===== config.mk =====
export PLATFORM = sky130hd
export DESIGN_NAME = inst_fetch_responder
export DESIGN_NICKNAME = d
export VERILOG_FILES = /design/src/rtl/inst_fetch_responder.sv
export SDC_FILE = /design/constraint.sdc
export NUM_CORES = 1
export LEC_CHECK = 0
export BUFFER_PORTS_ARGS = -buffer_cell sky130_fd_sc_hd__clkbuf_2
export CORE_MARGIN = 2
export CORE_UTILIZATION = 50
export DETAILED_ROUTE_END_ITERATION = 8
export GPL_TIMING_DRIVEN = 0
export PLACE_DENSITY_LB_ADDON = 0.3
export SYNTH_ARGS = -nofsm -noshare
export SYNTH_HDL_FRONTEND = slang
export SYNTH_SLANG_ARGS = --single-unit

===== constraint.sdc =====
create_clock -name iCLOCK -period 5.3 [get_ports iCLOCK]
set_input_delay 0.53 -clock iCLOCK [delete_from_list [all_inputs] [get_ports iCLOCK]]
set_output_delay 0.53 -clock iCLOCK [all_outputs]
set_load 0.02 [all_outputs]

===== src/rtl/inst_fetch_responder.sv =====
// Instruction fetch responder: queues aligned fetch requests, issues them to the
// instruction memory bus under a response credit limit, returns in-order instruction pairs.
module inst_fetch_responder #(
    parameter int unsigned P_REQ_DEPTH = 4,
    parameter int unsigned P_RSP_DEPTH = 4
) (
    input  logic        iCLOCK,
    input  logic        inRESET,
    input  logic        iFLUSH,
    input  logic        iFETCH_REQ,
    input  logic [31:0] iFETCH_ADDR,
    output logic        oFETCH_LOCK,
    output logic        oMEM_REQ,
    output logic [31:0] oMEM_ADDR,
    input  logic        iMEM_LOCK,
    input  logic        iMEM_VALID,
    input  logic [63:0] iMEM_DATA,
    input  logic [5:0]  iMEM_MMU_FLAGS,
    output logic        oINST_0_VALID,
    output logic [31:0] oINST_0,
    output logic [5:0]  oINST_0_MMU_FLAGS,
    output logic        oINST_1_VALID,
    output logic [31:0] oINST_1,
    output logic [5:0]  oINST_1_MMU_FLAGS,
    input  logic        iINST_LOCK
);

    localparam int unsigned REQ_AW = $clog2(P_REQ_DEPTH);
    localparam int unsigned REQ_CW = REQ_AW + 1;
    localparam int unsigned RSP_AW = $clog2(P_RSP_DEPTH);
    localparam int unsigned RSP_CW = RSP_AW + 1;
    localparam int unsigned SUM_W  = RSP_CW + 1;

    typedef struct packed {
        logic [63:0] data;
        logic [5:0]  flags;
    } rsp_t;

    logic [28:0]       req_mem [P_REQ_DEPTH];
    logic [REQ_AW-1:0] req_wp, req_rp;
    logic [REQ_CW-1:0] req_cnt;

    rsp_t              rsp_mem [P_RSP_DEPTH];
    logic [RSP_AW-1:0] rsp_wp, rsp_rp;
    logic [RSP_CW-1:0] rsp_cnt;

    logic [RSP_CW-1:0] out_cnt;
    logic [RSP_CW-1:0] drop_cnt;

    logic        inst_valid;
    logic [63:0] inst_data;
    logic [5:0]  inst_flags;

    logic req_full, req_empty, rsp_empty;
    logic accept, credit_ok, mem_req_c, take;
    logic rsp_valid_ok, rsp_keep, out_pop_ok, bypass, rsp_push, rsp_pop, out_load;
    rsp_t rsp_in, load_src;
    logic unused_addr_lsb;

    assign unused_addr_lsb = ^iFETCH_ADDR[2:0];

    // Request side: accept, credit-limited issue
    assign req_full  = (req_cnt == REQ_CW'(P_REQ_DEPTH));
    assign req_empty = (req_cnt == '0);
    assign accept    = iFETCH_REQ && !req_full && !iFLUSH;
    assign credit_ok = (SUM_W'(out_cnt) + SUM_W'(rsp_cnt)) < SUM_W'(P_RSP_DEPTH);
    assign mem_req_c = !req_empty && credit_ok && !iFLUSH;
    assign take      = mem_req_c && !iMEM_LOCK;

    assign oFETCH_LOCK = req_full;
    assign oMEM_REQ    = mem_req_c;
    assign oMEM_ADDR   = req_empty ? 32'h0 : {req_mem[req_rp], 3'b000};

    // Response side: replies go straight to the output stage when nothing is queued ahead
    assign rsp_in       = '{data: iMEM_DATA, flags: iMEM_MMU_FLAGS};
    assign rsp_empty    = (rsp_cnt == '0);
    assign rsp_valid_ok = iMEM_VALID && (out_cnt != '0);
    assign rsp_keep     = rsp_valid_ok && (drop_cnt == '0) && !iFLUSH;
    assign out_pop_ok   = !iINST_LOCK && !iFLUSH;
    assign bypass       = out_pop_ok && rsp_empty && rsp_keep;
    assign rsp_push     = rsp_keep && !bypass;
    assign rsp_pop      = out_pop_ok && !rsp_empty;
    assign out_load     = out_pop_ok && (!rsp_empty || rsp_keep);
    assign load_src     = rsp_empty ? rsp_in : rsp_mem[rsp_rp];

    always_ff @(posedge iCLOCK) begin
        if (accept) req_mem[req_wp] <= iFETCH_ADDR[31:3];
        if (rsp_push) rsp_mem[rsp_wp] <= rsp_in;
    end

    always_ff @(posedge iCLOCK or negedge inRESET) begin
        if (!inRESET) begin
            req_wp  <= '0;
            req_rp  <= '0;
            req_cnt <= '0;
        end else if (iFLUSH) begin
            req_wp  <= '0;
            req_rp  <= '0;
            req_cnt <= '0;
        end else begin
            if (accept) req_wp <= req_wp + REQ_AW'(1);
            if (take)   req_rp <= req_rp + REQ_AW'(1);
            req_cnt <= req_cnt + REQ_CW'(accept) - REQ_CW'(take);
        end
    end

    always_ff @(posedge iCLOCK or negedge inRESET) begin
        if (!inRESET) begin
            rsp_wp  <= '0;
            rsp_rp  <= '0;
            rsp_cnt <= '0;
        end else if (iFLUSH) begin
            rsp_wp  <= '0;
            rsp_rp  <= '0;
            rsp_cnt <= '0;
        end else begin
            if (rsp_push) rsp_wp <= rsp_wp + RSP_AW'(1);
            if (rsp_pop)  rsp_rp <= rsp_rp + RSP_AW'(1);
            rsp_cnt <= rsp_cnt + RSP_CW'(rsp_push) - RSP_CW'(rsp_pop);
        end
    end

    // Outstanding reads include those already marked for discard
    always_ff @(posedge iCLOCK or negedge inRESET) begin
        if (!inRESET) begin
            out_cnt  <= '0;
            drop_cnt <= '0;
        end else begin
            out_cnt <= out_cnt + RSP_CW'(take) - RSP_CW'(rsp_valid_ok);
            if (iFLUSH)
                drop_cnt <= out_cnt - RSP_CW'(rsp_valid_ok);
            else if (rsp_valid_ok && (drop_cnt != '0))
                drop_cnt <= drop_cnt - RSP_CW'(1);
        end
    end

    always_ff @(posedge iCLOCK or negedge inRESET) begin
        if (!inRESET) begin
            inst_valid <= 1'b0;
            inst_data  <= '0;
            inst_flags <= '0;
        end else if (iFLUSH) begin
            inst_valid <= 1'b0;
        end else if (!iINST_LOCK) begin
            if (out_load) begin
                inst_valid <= 1'b1;
                inst_data  <= load_src.data;
                inst_flags <= load_src.flags;
            end else begin
                inst_valid <= 1'b0;
            end
        end
    end

    assign oINST_0_VALID     = inst_valid;
    assign oINST_1_VALID     = inst_valid;
    assign oINST_0           = inst_data[31:0];
    assign oINST_1           = inst_data[63:32];
    assign oINST_0_MMU_FLAGS = inst_flags;
    assign oINST_1_MMU_FLAGS = inst_flags;

endmodule

After elaboration in Yosys (flattened, before gate mapping)
Memory sizes are Yosys's and may differ from the RTL's.
Cells that the tools add are included.
- $lt $le $gt $ge: 1
- eq/ne operators: 2
- multiplexer cells: 21
- bitwise gates (word level): 2
- add/subtract/negate cells: 13
- reductions and logical operators: 34
- operators by type and width (cell ; count):
    $mux 70 ; 1
    $mux 32 ; 1
    $mux 2 ; 8
    $logic_and 1x1->1 ; 15
    $mux 3 ; 4
    $sub 3x1->3 ; 4
    $reduce_bool 2->1 ; 5
    $add 3x1->3 ; 3
    $logic_not 3->1 ; 3
    $add 2x1->2 const B ; 4
    $logic_not 1->1 ; 7
    $mux 1 ; 7
    $reduce_bool 3->1 ; 2
    $add 3x3->4 ; 1
    $lt 4x3->1 const B ; 1
    $eq 3x3->1 const B ; 1
    $reduce_and 3->1 ; 1
    $sub 3x1->3 const B ; 1
    $ne 2x2->1 const B ; 1
    $not 1->1 ; 2
    $logic_or 1x1->1 ; 1
- memories kept: 2
- register bits: 91
- output and inout bits: 112
- logic and storage cells: 86
- input port bits: 109
- bits in writable memories: 396
- memory list (memory ; depth ; width ; rd ports ; clocked after memory_dff ; write ports ; RTL line ; RTL):
    rsp_mem ; 4 ; 70 ; 1 ; 0 ; 1 ; 43 ; rsp_t rsp_mem [P_RSP_DEPTH];
    req_mem ; 4 ; 29 ; 1 ; 0 ; 1 ; 39 ; logic [28:0] req_mem [P_REQ_DEPTH];

Logic depth before layout (Yosys ltp)
- depth in word-level cells: 10
- gate-level depth with buffers: 13
- gate-level depth less buffers: 13

Worst setup path before layout
Ideal clock, no wire load.
- path type: register to register
- from: register drop_cnt[0]
- to: memory rsp_mem[0][0] (netlist name), enable pin
- clock period less this slack: 3.690 ns
- stages on the path, launching flop included: 7
- data required time: 4.864 ns
- slack: 1.610 ns
- arrival: 3.254 ns
- library setup time: 0.436 ns
- buffers on the path: 0
- path through: dfrtp_1 > inv_1 > ha_1 > nand2b_4 > or3b_1 > nor3_1 > and2_1
- word-level cells in the longest chain between the ends: 8
- ends and longest elaborated chain (what ; RTL line ; RTL):
    start: declaration ; 48 ; logic [RSP_CW-1:0] drop_cnt;
    start signal: assignment ; 131 ; drop_cnt <= out_cnt - RSP_CW'(rsp_valid_ok);
    start signal: assignment ; 133 ; drop_cnt <= drop_cnt - RSP_CW'(1);
    $logic_not 3->1 * ; 78 ; assign rsp_keep = rsp_valid_ok && (drop_cnt == '0) && !iFLUSH;
    $logic_and 1x1->1 * (2 in series) ; 78 ;
    $logic_and 1x1->1 ; 80 ; assign bypass = out_pop_ok && rsp_empty && rsp_keep;
    $logic_not 1->1 ; 81 ; assign rsp_push = rsp_keep && !bypass;
    $logic_and 1x1->1 * ; 81 ;
    $mux 1 * ; 88 ; if (rsp_push) rsp_mem[rsp_wp] <= rsp_in;
    $mux 1 (not written as such) * ; 88 ;
    end: declaration ; 43 ;
Mark *: on every way between the ends. The rest lies on a longest branch, timed or not.

Worst setup path after layout
- from: register drop_cnt[0]
- to: register rsp_cnt[2]
- word-level cells in the longest chain between the ends: 9
- ends and longest elaborated chain (what ; RTL line ; RTL):
    $logic_not 3->1 * ; 78 ;
    $logic_and 1x1->1 * (2 in series) ; 78 ;
    $logic_and 1x1->1 ; 80 ;
    $logic_not 1->1 ; 81 ;
    $logic_and 1x1->1 * ; 81 ;
    $add 3x1->3 * ; 119 ; rsp_cnt <= rsp_cnt + RSP_CW'(rsp_push) - RSP_CW'(rsp_pop);
    $sub 3x1->3 * ; 119 ;
    $mux 3 * ; 112 ; end else if (iFLUSH) begin
    end signal: assignment ; 119 ;
    end: declaration ; 45 ; logic [RSP_CW-1:0] rsp_cnt;
Marked as above.
A chain may end at the register's enable or synchronous reset.

==> impl_metrics.yaml <==
clock_network:
  cts.hold.buffers_added: 0
  htreeDepth: 2
  clk_path_buf_depth: 3
  tritoncts_clock_tree: "yes"
  cts_made_buffers: 50
  cts_setup_buffers: 0
  clock_latency_ns: 0.59
  cts_root_buf: "clkbuf_16"
  clock_sinks: 487
  postCtsResizedCells: 0
  worst_setup_hold_path_clk_slew_ns: 0.06
global_routing:
  global_route.usage.met1_pct: 27.8
  gr-max-usage-layer: "met2"
  first_pass_grt_wire_length_um: 60300
  gr-usage-met2_pct: 33.1
  gr_layer_usage_met3_pct: 5.52
  grt_max_degree: 92
  vias_in_the_first_global_route: 10200
  antenna_found_initial: 3
  grt.total_usage_pct: 20.5
  overall_overflow_remaining_after_global_route: 0
logic_synthesis:
  synthesis.instances: 937
  postSynth.asyncResetShare_pct: 18.7
  synth_enable_flop_cells: 396
  yosysWarnings: 0
  synth_cell_type_count: 41
  synth_area_sq_um: 19000
  syn-mean-instance-area_sq_um: 20.3
  ys_ff_latch: 487
  yosysSeqAreaShare_pct: 74.5
  synthFlopType: "edfxtp_1"
drt:
  antenna_left: 0
  drt-total-wl_um: 39100
  via_count: 9821
  detail_route.vias_per_cell: 5.57
  detailed_router_iteration_count_before_antenna_repair: 5
  drt_iter0_drc: 576
  post-route-drc-count: 0
  drt-wirelength-per-cell_um: 22.2
placement:
  dp.final_hpwl_um: 24000
  port_bufs: 214
  placed_cell_area_sq_um: 20900
  dpl.cell_count: 1668
  detailedPlace.worstSlack_ns: 1.90
  gpl.final_weighted_congestion: 0.718
setup_path:
  setup.worst_path.class: "reg -> reg"
  critical_path_end_type: "flop"
  setup.worst_path.start_class: "flop"
  path_max_fanout: 7
  critical_path_arrival_ns: 3.67
  worst_ep_required_time_ns: 5.75
sta:
  fin_ws_ns: 2.08
  timing.slew.headroom_pct: 11.2
  rsz0062_at_grt: "no"
  worst_clock_skew_ns: 0.0211
  worst-slew-pin-transition_ns: 1.33
  setup_viol: 0
  period_minus_slack_ns: 3.22
  hold_ws_ns: 0.0207
  final-max-slew-violation-count: 0
  tns_ns: 0
  final.period_utilization_pct: 60.7
  hold_viol_final: 0
  clock.fmax_mhz: 311
die:
  die_w_um: 199
  floorplan.die_area_sq_um: 39600
  core_sq_um: 37600
  chipHeight_um: 199
  placementRows: 71
  pin_count: 221
  start_util_pct: 50.6
finish:
  post_route_cells_drive_above_1_share_pct: 34.9
  num-nets-final: 1341
  area_growth_syn_to_layout_pct: 18.5
  final-instance-count-excl-fill: 1763
  fillCellCount: 2769
  post-route-cell-area_sq_um: 22500
  final_util_pct: 60.0
status:
  result_of_the_run: "complete, no violations"
power_and_ir_drop:
  power.leakage_nw: 7.79
  max-vdd-ir-drop_v: 0.000354
  cellPowerDensity_nw_per_um2: 491
  total_power_mw: 11.1
worst_hold_path:
  timing.hold.worst.class: "in -> async"
job:
  max_capacitance_violation_count: 0
==> sequential cells by signal, summed over array words and instances, names as in the netlist, 3 cells and up <==
register,cells
inst_data,64
drop_cnt,3
oINST_0_MMU_FLAGS,6
rsp_cnt,3
req_mem,116
out_cnt,3
rsp_mem,280
req_cnt,3
==> cell usage in the layout (no fill, tap or decap), types with 4 or more instances in the layout <==
| cell type | count |
|---|---|
| clkbuf_8 | 8 |
| o221a_1 | 70 |
| and2_4 | 4 |
| buf_2 | 10 |
| clkinv_2 | 8 |
| buf_6 | 7 |
| mux4_2 | 99 |
| bufinv_16 | 4 |
| xor2_1 | 4 |
| clkbuf_1 | 47 |
| mux2i_1 | 4 |
| edfxtp_1 | 396 |
| buf_4 | 11 |
| o21ai_0 | 4 |
| clkinvlp_4 | 4 |
| dfrtp_1 | 91 |
| clkinv_1 | 6 |
| buf_16 | 4 |
| and2_2 | 4 |
| clkbuf_16 | 51 |
| nor2_1 | 10 |
| ha_1 | 20 |
| or3_1 | 71 |
| inv_1 | 19 |
| nor3_1 | 5 |
| xnor2_1 | 7 |
| nor2b_1 | 31 |
| buf_1 | 4 |
| clkbuf_2 | 213 |
==> final timing paths <==
| path | startpoint | end | slack, ns | cells past startpoint |
|---|---|---|---|---|
| max in group asynchronous | inRESET | inst_data[8]$_DFFE_PN0P_ | 4.69 | 1 |
| hold / removal | inRESET | inst_data[28]$_DFFE_PN0P_ | 0.02 | 1 |
| setup reg to reg | drop_cnt[0]$_DFFE_PN0P_ | rsp_cnt[2]$_DFF_PN0_ | 2.08 | 13 |
| setup / recovery | drop_cnt[0]$_DFFE_PN0P_ | rsp_cnt[2]$_DFF_PN0_ | 2.08 | 13 |
| min in group iCLOCK | iFETCH_ADDR[6] | req_mem[1][3]$_DFFE_PP_ | 0.16 | 1 |
| hold reg to reg | drop_cnt[1]$_DFFE_PN0P_ | drop_cnt[1]$_DFFE_PN0P_ | 0.52 | 2 |
==> cell families after synthesis <==
| group | Yosys count | synth area share (%) |
|---|---|---|
| buf+inv | 88 | 2.30 |
| flops | 487 | 74.5 |
| compound gates | 81 | 4.50 |
| xor+xnor | 11 | 0.506 |
| other cells | 1 | 0.0197 |
| simple gates | 142 | 4.59 |
| mux | 104 | 12.0 |
| fa+ha+maj | 23 | 1.63 |
==> power breakdown <==
part,switching (mW),internal [mW],leakage (nW),total (mW)
registers,0.245,4.56,4.62,4.81
clock network,1.44,2.06,0.807,3.50
logic,1.61,1.15,2.36,2.76
==> critical path, cell delays in order, from the launching register on <==
cell and delay, ns:
dfrtp_1 0.39, inv_1 0.08, ha_1 0.19, nand2b_4 0.07
or3b_1 0.41, nor3_1 0.69, inv_1 0.10, ha_1 0.31
inv_1 0.05, ha_1 0.13, inv_1 0.05, fa_1 0.40
xnor2_1 0.16, nor2_1 0.05
==> Yosys cell counts (2+ instances only) <==
master / instances / area, sq um
a21oi_1: 3 / 15.0
buf_2: 10 / 50.1
buf_6: 7 / 78.8
ha_1: 20 / 250
o221a_1: 70 / 788
dfrtp_1: 91 / 2280
inv_1: 19 / 71.3
buf_4: 11 / 82.6
o21ai_0: 4 / 20.0
nor3_1: 5 / 25.0
nor3b_1: 2 / 15.0
and2_1: 9 / 56.3
or3_1: 71 / 444
edfxtp_1: 396 / 11900
xnor2_1: 7 / 61.3
nand2_1: 3 / 11.3
buf_1: 4 / 15.0
fa_1: 3 / 60.1
mux2i_1: 4 / 40.0
nor2_1: 10 / 37.5
xor2_1: 4 / 35.0
clkbuf_1: 37 / 139
nor2b_1: 31 / 194
mux4_2: 99 / 2230
==> metal layers <==
metal,part of all wire [%],wire (um),vias up
met5,0.026,10,-
met4,1.9,738,2
met3,7.6,2960,59
met2,48,18900,302
met1,42,16600,5076
li1,-,-,4382
==> final cells by class <==
class	instances	area, sq um	area share, %
flip-flops and latches	487	14200	62.8
multi-input cells	364	4440	19.7
clock buffers	68	1410	6.25
repair buffers	218	1190	5.28
well taps	511	639	2.84
plain buffers	69	365	1.62
clock inverters	25	250	1.11
inverters	19	71.3	0.316
diodes	2	5.00	0.0222
Power figures use the tool's default switching activity.
